[src/rtl/c432_irq_responder_if.sv]
// c432_irq_responder_if: host-side vector handshake between responder and host
interface c432_irq_responder_if;
  logic       irq_valid;
  logic       irq_ready;
  logic [5:0] irq_vec;
  modport master (output irq_valid, output irq_vec, input irq_ready);
  modport slave (input irq_valid, input irq_vec, output irq_ready);
endinterface

[src/rtl/c432_irq_responder.sv]
// c432_irq_responder: latches events, drives c432 requests, presents winning vector to host
module c432_irq_responder #(
  parameter int SETTLE_CYC = 2,
  parameter int CNT_W = 4
) (
  input  logic                        clk,
  input  logic                        rst_n,
  input  logic [8:0]                  i_en_mask,
  input  logic [8:0]                  i_evt_a,
  input  logic [8:0]                  i_evt_b,
  input  logic [8:0]                  i_evt_c,
  output logic [8:0]                  o_req_e,
  output logic [8:0]                  o_req_a,
  output logic [8:0]                  o_req_b,
  output logic [8:0]                  o_req_c,
  input  logic                        i_c432_pa,
  input  logic                        i_c432_pb,
  input  logic                        i_c432_pc,
  input  logic [3:0]                  i_c432_chan,
  c432_irq_responder_if.master        irq,
  output logic                        o_err,
  input  logic                        i_err_clr
);
  localparam logic [1:0] S_IDLE = 2'd0, S_SETTLE = 2'd1, S_SAMPLE = 2'd2, S_PRESENT = 2'd3;
  logic [1:0]       r_state;
  logic [CNT_W-1:0] r_cnt;
  logic [8:0]       r_pend_a, r_pend_b, r_pend_c;
  logic [35:0]      r_prev;
  logic             r_valid;
  logic [5:0]       r_vec;
  logic             r_err;
  logic [35:0]      w_snap;
  logic             w_chg, w_any, w_hit, w_ok, w_samp_err, w_acc;
  logic [1:0]       w_grp;
  logic [8:0]       w_bits, w_bits_sh, w_clr, w_clr_a, w_clr_b, w_clr_c;
  always_comb begin
    w_snap     = {i_en_mask, r_pend_a, r_pend_b, r_pend_c};
    w_chg      = w_snap != r_prev;
    w_any      = |((r_pend_a | r_pend_b | r_pend_c) & i_en_mask);
    w_grp      = i_c432_pa ? 2'd0 : i_c432_pb ? 2'd1 : i_c432_pc ? 2'd2 : 2'd3;
    w_bits     = (w_grp == 2'd0 ? r_pend_a : w_grp == 2'd1 ? r_pend_b :
                  w_grp == 2'd2 ? r_pend_c : 9'd0) & i_en_mask;
    w_bits_sh  = w_bits >> i_c432_chan;
    w_hit      = (i_c432_chan <= 4'd8) && w_bits_sh[0];
    w_ok       = (w_grp != 2'd3) && w_hit;
    w_samp_err = (r_state == S_SAMPLE) && w_any && !w_ok;
    w_acc      = r_valid && irq.irq_ready;
    w_clr      = 9'(w_acc) << r_vec[3:0];
    w_clr_a    = r_vec[5:4] == 2'd0 ? w_clr : 9'd0;
    w_clr_b    = r_vec[5:4] == 2'd1 ? w_clr : 9'd0;
    w_clr_c    = r_vec[5:4] == 2'd2 ? w_clr : 9'd0;
  end
  // Event OR is applied after the clear so a same-cycle re-pulse survives the accept.
  always_ff @(posedge clk) begin
    if (!rst_n) begin
      r_state  <= S_IDLE;
      r_cnt    <= '0;
      r_pend_a <= '0;
      r_pend_b <= '0;
      r_pend_c <= '0;
      r_prev   <= '0;
      r_valid  <= 1'b0;
      r_vec    <= '0;
      r_err    <= 1'b0;
    end else begin
      r_pend_a <= (r_pend_a & ~w_clr_a) | i_evt_a;
      r_pend_b <= (r_pend_b & ~w_clr_b) | i_evt_b;
      r_pend_c <= (r_pend_c & ~w_clr_c) | i_evt_c;
      r_prev   <= w_snap;
      if (w_samp_err) r_err <= 1'b1;
      else if (i_err_clr) r_err <= 1'b0;
      if (r_state == S_IDLE) begin
        if (w_any) begin
          r_state <= S_SETTLE;
          r_cnt   <= '0;
        end
      end else if (r_state == S_SETTLE) begin
        if (w_chg) r_cnt <= '0;
        else if (r_cnt == CNT_W'(SETTLE_CYC - 1)) r_state <= S_SAMPLE;
        else r_cnt <= r_cnt + CNT_W'(1);
      end else if (r_state == S_SAMPLE) begin
        if (w_ok) begin
          r_vec   <= {w_grp, i_c432_chan};
          r_valid <= 1'b1;
          r_state <= S_PRESENT;
        end else r_state <= S_IDLE;
      end else if (w_acc) begin
        r_valid <= 1'b0;
        r_state <= S_IDLE;
      end
    end
  end
  assign o_req_e       = i_en_mask;
  assign o_req_a       = r_pend_a;
  assign o_req_b       = r_pend_b;
  assign o_req_c       = r_pend_c;
  assign irq.irq_valid = r_valid;
  assign irq.irq_vec   = r_vec;
  assign o_err         = r_err;
endmodule

[src/flat_wrapper.sv]
// flat-port wrapper written by rule: the top's interface ports become plain ports
module c432_irq_responder_flat 
#(
  parameter int SETTLE_CYC = 2,
  parameter int CNT_W = 4
)
  (clk, rst_n, i_en_mask, i_evt_a, i_evt_b, i_evt_c, o_req_e, o_req_a, o_req_b, o_req_c, i_c432_pa, i_c432_pb, i_c432_pc, i_c432_chan, o_err, i_err_clr, irq_irq_valid, irq_irq_vec, irq_irq_ready);
  c432_irq_responder_if irq_i ();
  input  logic clk;
  input  logic rst_n;
  input  logic [8:0] i_en_mask;
  input  logic [8:0] i_evt_a;
  input  logic [8:0] i_evt_b;
  input  logic [8:0] i_evt_c;
  output logic [8:0] o_req_e;
  output logic [8:0] o_req_a;
  output logic [8:0] o_req_b;
  output logic [8:0] o_req_c;
  input  logic i_c432_pa;
  input  logic i_c432_pb;
  input  logic i_c432_pc;
  input  logic [3:0] i_c432_chan;
  output logic o_err;
  input  logic i_err_clr;
  output wire logic [$bits(irq_i.irq_valid)-1:0] irq_irq_valid;
  output wire logic [$bits(irq_i.irq_vec)-1:0] irq_irq_vec;
  input wire logic [$bits(irq_i.irq_ready)-1:0] irq_irq_ready;
  assign irq_irq_valid = irq_i.irq_valid;
  assign irq_irq_vec = irq_i.irq_vec;
  assign irq_i.irq_ready = irq_irq_ready;
  c432_irq_responder #(.SETTLE_CYC(SETTLE_CYC), .CNT_W(CNT_W)) u_core (.clk(clk), .rst_n(rst_n), .i_en_mask(i_en_mask), .i_evt_a(i_evt_a), .i_evt_b(i_evt_b), .i_evt_c(i_evt_c), .o_req_e(o_req_e), .o_req_a(o_req_a), .o_req_b(o_req_b), .o_req_c(o_req_c), .i_c432_pa(i_c432_pa), .i_c432_pb(i_c432_pb), .i_c432_pc(i_c432_pc), .i_c432_chan(i_c432_chan), .irq(irq_i), .o_err(o_err), .i_err_clr(i_err_clr));
endmodule
[config.mk]
export PLATFORM = sky130hd
export DESIGN_NAME = c432_irq_responder_flat
export DESIGN_NICKNAME = d
export VERILOG_FILES = /design/src/rtl/c432_irq_responder_if.sv /design/src/rtl/c432_irq_responder.sv /design/src/flat_wrapper.sv
export SDC_FILE = /design/constraint.sdc
export NUM_CORES = 1
export LEC_CHECK = 0
export BUFFER_PORTS_ARGS = -buffer_cell sky130_fd_sc_hd__buf_2
export CAP_MARGIN = 20
export CORE_ASPECT_RATIO = 1.25
export CORE_MARGIN = 1.5
export CORE_UTILIZATION = 57
export CTS_CLUSTER_DIAMETER = 100
export CTS_CLUSTER_SIZE = 12
export DETAILED_ROUTE_END_ITERATION = 10
export PLACE_DENSITY = 0.85
export SLEW_MARGIN = 20
export SYNTH_ARGS = -nofsm -noshare
export SYNTH_HDL_FRONTEND = slang
export SYNTH_SLANG_ARGS = --single-unit
[constraint.sdc]
create_clock -name clk -period 5.2 [get_ports clk]
set_input_delay 0.26 -clock clk [delete_from_list [all_inputs] [get_ports clk]]
set_output_delay 0.26 -clock clk [all_outputs]
set_load 0.03 [all_outputs]
==> impl_metrics.yaml <==
cts:
  path_clk_slew_ps: 80
  h-tree-depth: 3
  post_cts_buffers: 0
  root_buffer: "clkbuf_8"
  cts_buffers: 9
  clockBufferDepth: 2
  cts_tree: "built"
  clock_latency_ps: 360
  cts_resized: 0
  holdBufCountCts: 0
  cts.sinks: 77
run_status:
  status: "finished clean"
sta:
  fin_crit_ps: 2143
  fin_crit_sh: 0.4121
  slew_violations: 0
  max_freq_mhz: 466.7
  finalSetupViolations: 0
  tightest_slew_ps: 658.4
  hold_viol: 0
  rsz0062_at_grt: "no"
  relSlewSlack: 0.5610
  clock_skew_ps: 11.27
  tns_ps: 0
pwr:
  ir_drop_mv: 0.2711
  leakagePower_nw: 1.901
  p_sw_frac: 0.2705
  pwr-share-seq: 0.474
  p_total_mw: 1.395
  p_int_mw: 1.018
  combPwrFrac: 0.132
  power_frac_clock: 0.394
  powerDensity_nw_per_um2: 324.8
  p_sw_mw: 0.3773
die:
  fp.dieH_microns: 92.21
  num_rows: 32
  die_area_sq_um: 6856
  initial_core_util: 0.5885
  core_sq_um: 6166
  die_w_microns: 74.36
  ios: 91
route:
  drtAntennaViolNets: 0
  drt_iter0_drc: 335
  wl_per_cell_microns: 16.88
  wirelength_microns: 9485
  drc_errors: 0
  dr.pass1.iters: 4
  viasPerCell: 5.762
  via_count: 3238
synthesis:
  yosysMostFrequentCell: "dfxtp_1"
  async_reset_ff_frac: 0
  synthCells: 397
  synth_area_leaders: "dfxtp_1 (42%), xor2_1 (8.7%), and2_1 (6.2%), o21a_1 (4.3%), nor2b_1 (4.3%)"
  syn_nets: 446
  syn_avg_cell_area_sq_um: 9.140
  synth_seq_cells: 77
  ys_seq_area_frac: 0.4248
  yosysUniqueCellTypes: 50
  synth_edf_count: 0
  synthFlopType: "dfxtp_1"
  syn-cell-area_sq_um: 3628
  synth_largest_area_cell: "dfxtp_1"
  yosysTopAreaCellShare: 0.4248
  synth_common_cells: "dfxtp_1 (77), nand2_1 (37), and2_1 (36), xor2_1 (36), nor2b_1 (25)"
  yosysWarnings: 0
place:
  dpl.cell_count: 546
  dpl.hpwl_microns: 7048
  place_congestion: 0.9900
  io_buffers: 90
layout:
  utilization: 0.6964
  final_nets: 521
  fill_cells: 519
  insertedDiodeCount: 0
  syn2layout_area_growth_pct: 18.34
  drive_gt1_frac: 0.2327
  finalNonFillerCells: 562
setup_path:
  path_max_fanout: 6
  cp.arrival_ps: 2400
  critPathRequiredTime_ps: 5460
  worstPathCellList: "xor2_1 > nor4_1 > nand4_1 > nor3_1 > nand2_1 > o31ai_1"
  path_class: "flip-flop to flip-flop"
  cpMaxStageDelayCell: "nor4_1"
  slowest_delay_ps: 490
  crit_path_start_kind: "flip-flop"
  endpoint_kind: "flip-flop"
global_route:
  grt_use_total: 0.2885
  grt_first_pass_wirelength_microns: 14920
  grt_overflow_total: 0
  grt_pass1_vias: 3150
  antenna_found_initial: 0
  grt_max_degree: 84
min_path:
  hp-class: "input pin to flip-flop"
flow_run:
  maxCapViolations: 0
[kinds of logic (layout without fill, tap and decap cells)]
group | Yosys count | after routing | share of synthesized area
AOI/OAI and AO/OA | 92 | 92 | 0.1866
buffers and inverters | 32 | 112 | 0.04517
DFF | 77 | 77 | 0.4248
adders and majority gates | 2 | 2 | 0.006895
and+or+nand+nor | 154 | 154 | 0.2386
xor gates and xnor gates | 36 | 36 | 0.08690
muxes | 4 | 4 | 0.01103
[cells in the final DEF (no fill, tap or decap), types with 2 or more instances in the layout]
cell       netlist  final
ha_1             2      2
o21ai_0          4      4
o31ai_1          9      9
a21oi_1         18     18
nand2_1         37     37
o21a_1          21     21
inv_1            6      6
a32oi_1          2      2
or3_1            2      2
nand3_1          5      5
dfxtp_1         77     77
and2_1          36     36
xor2_1          36     36
o211a_1          2      2
o22ai_1          4      4
a221oi_1         6      6
nor2_1          11     11
bufinv_16        0      3
nor3_1           5      5
o31a_1           5      5
mux2i_1          4      4
o21ai_1          2      2
buf_2            2     89
clkbuf_8         0      9
o211ai_1         6      6
a221o_1          2      2
nor2b_1         25     25
a31oi_1          2      2
nand4_1          3      3
nor4_1          13     13
clkinv_4         0      3
a32o_1           2      2
nand2b_1         8      8
[through the flow]
step / worst slack (ps) / hold slack, ps / instance area, sq um
after global routing: 2951 / 113.4 / 4294
after detailed placement: 2892 / 471.6 / 4044
after global placement: 3010 / 469.1 / 4044
final: 3057 / 110.6 / 4294
after CTS: 3117 / 105.5 / 4292
after floorplan: 3312 / 381.7 / 3628
[area by class of cell]
cell class,count,area [sq um],share of cell area
Multi-Input combinational cell,288,1923,0.4478
Inverter,6,22.52,0.005245
Clock inverter,7,123.9,0.02885
Tap cell,85,106.4,0.02477
Clock buffer,9,123.9,0.02885
Timing Repair Buffer,90,452.9,0.1055
Sequential cell,77,1541,0.3590
[path summary, 6_finish.rpt]
check	slack, ps	start	cells after the start	to
max	3060	u_core.o_req_a[3]	6	u_core.r_cnt[0]
min	110	i_evt_c[0]	2	u_core.o_req_c[0]
max reg2reg	3060	u_core.o_req_a[3]	6	u_core.r_cnt[0]
min reg2reg	540	u_core.irq.irq_vec[0]	2	u_core.irq.irq_vec[0]
[power groups by stage]
| stage | Clock [mW] | Sequential (mW) | Combinational, mW |
|---|---|---|---|
| CTS | 0.554 | 0.660 | 0.184 |
| floorplan | 0 | 0.688 | 0.103 |
| detailed placement | 0 | 0.674 | 0.184 |
| global route | 0.582 | 0.665 | 0.199 |
| global placement | 0 | 0.672 | 0.178 |
| finish | 0.550 | 0.661 | 0.184 |
[registers in the layout, indices dropped and copies added, names as in the netlist]
signal,flops
u_core.r_prev,36
u_core.o_req_a,9
u_core.o_req_b,9
u_core.o_req_c,9
u_core.irq.irq_vec,6
u_core.r_cnt,4
u_core.r_state,2
u_core.irq.irq_valid,1
u_core.o_err,1
[layer usage]
metal,vias up,global-route usage,wire length (microns)
li1,1534,-,-
met1,1552,0.3481,3766
met2,126,0.4933,4872
met3,26,0.05495,604
met4,0,0.1136,242
met5,-,0,0
[critical path: cells and delay by family (launching register included)]
family / cells / cell delay [ps]
AO/OA/AOI/OAI: 1 / 220
XOR/XNOR: 1 / 110
flip-flops: 1 / 480
AND/OR/NAND/NOR: 4 / 1240
Power figures use the tool's default switching activity.
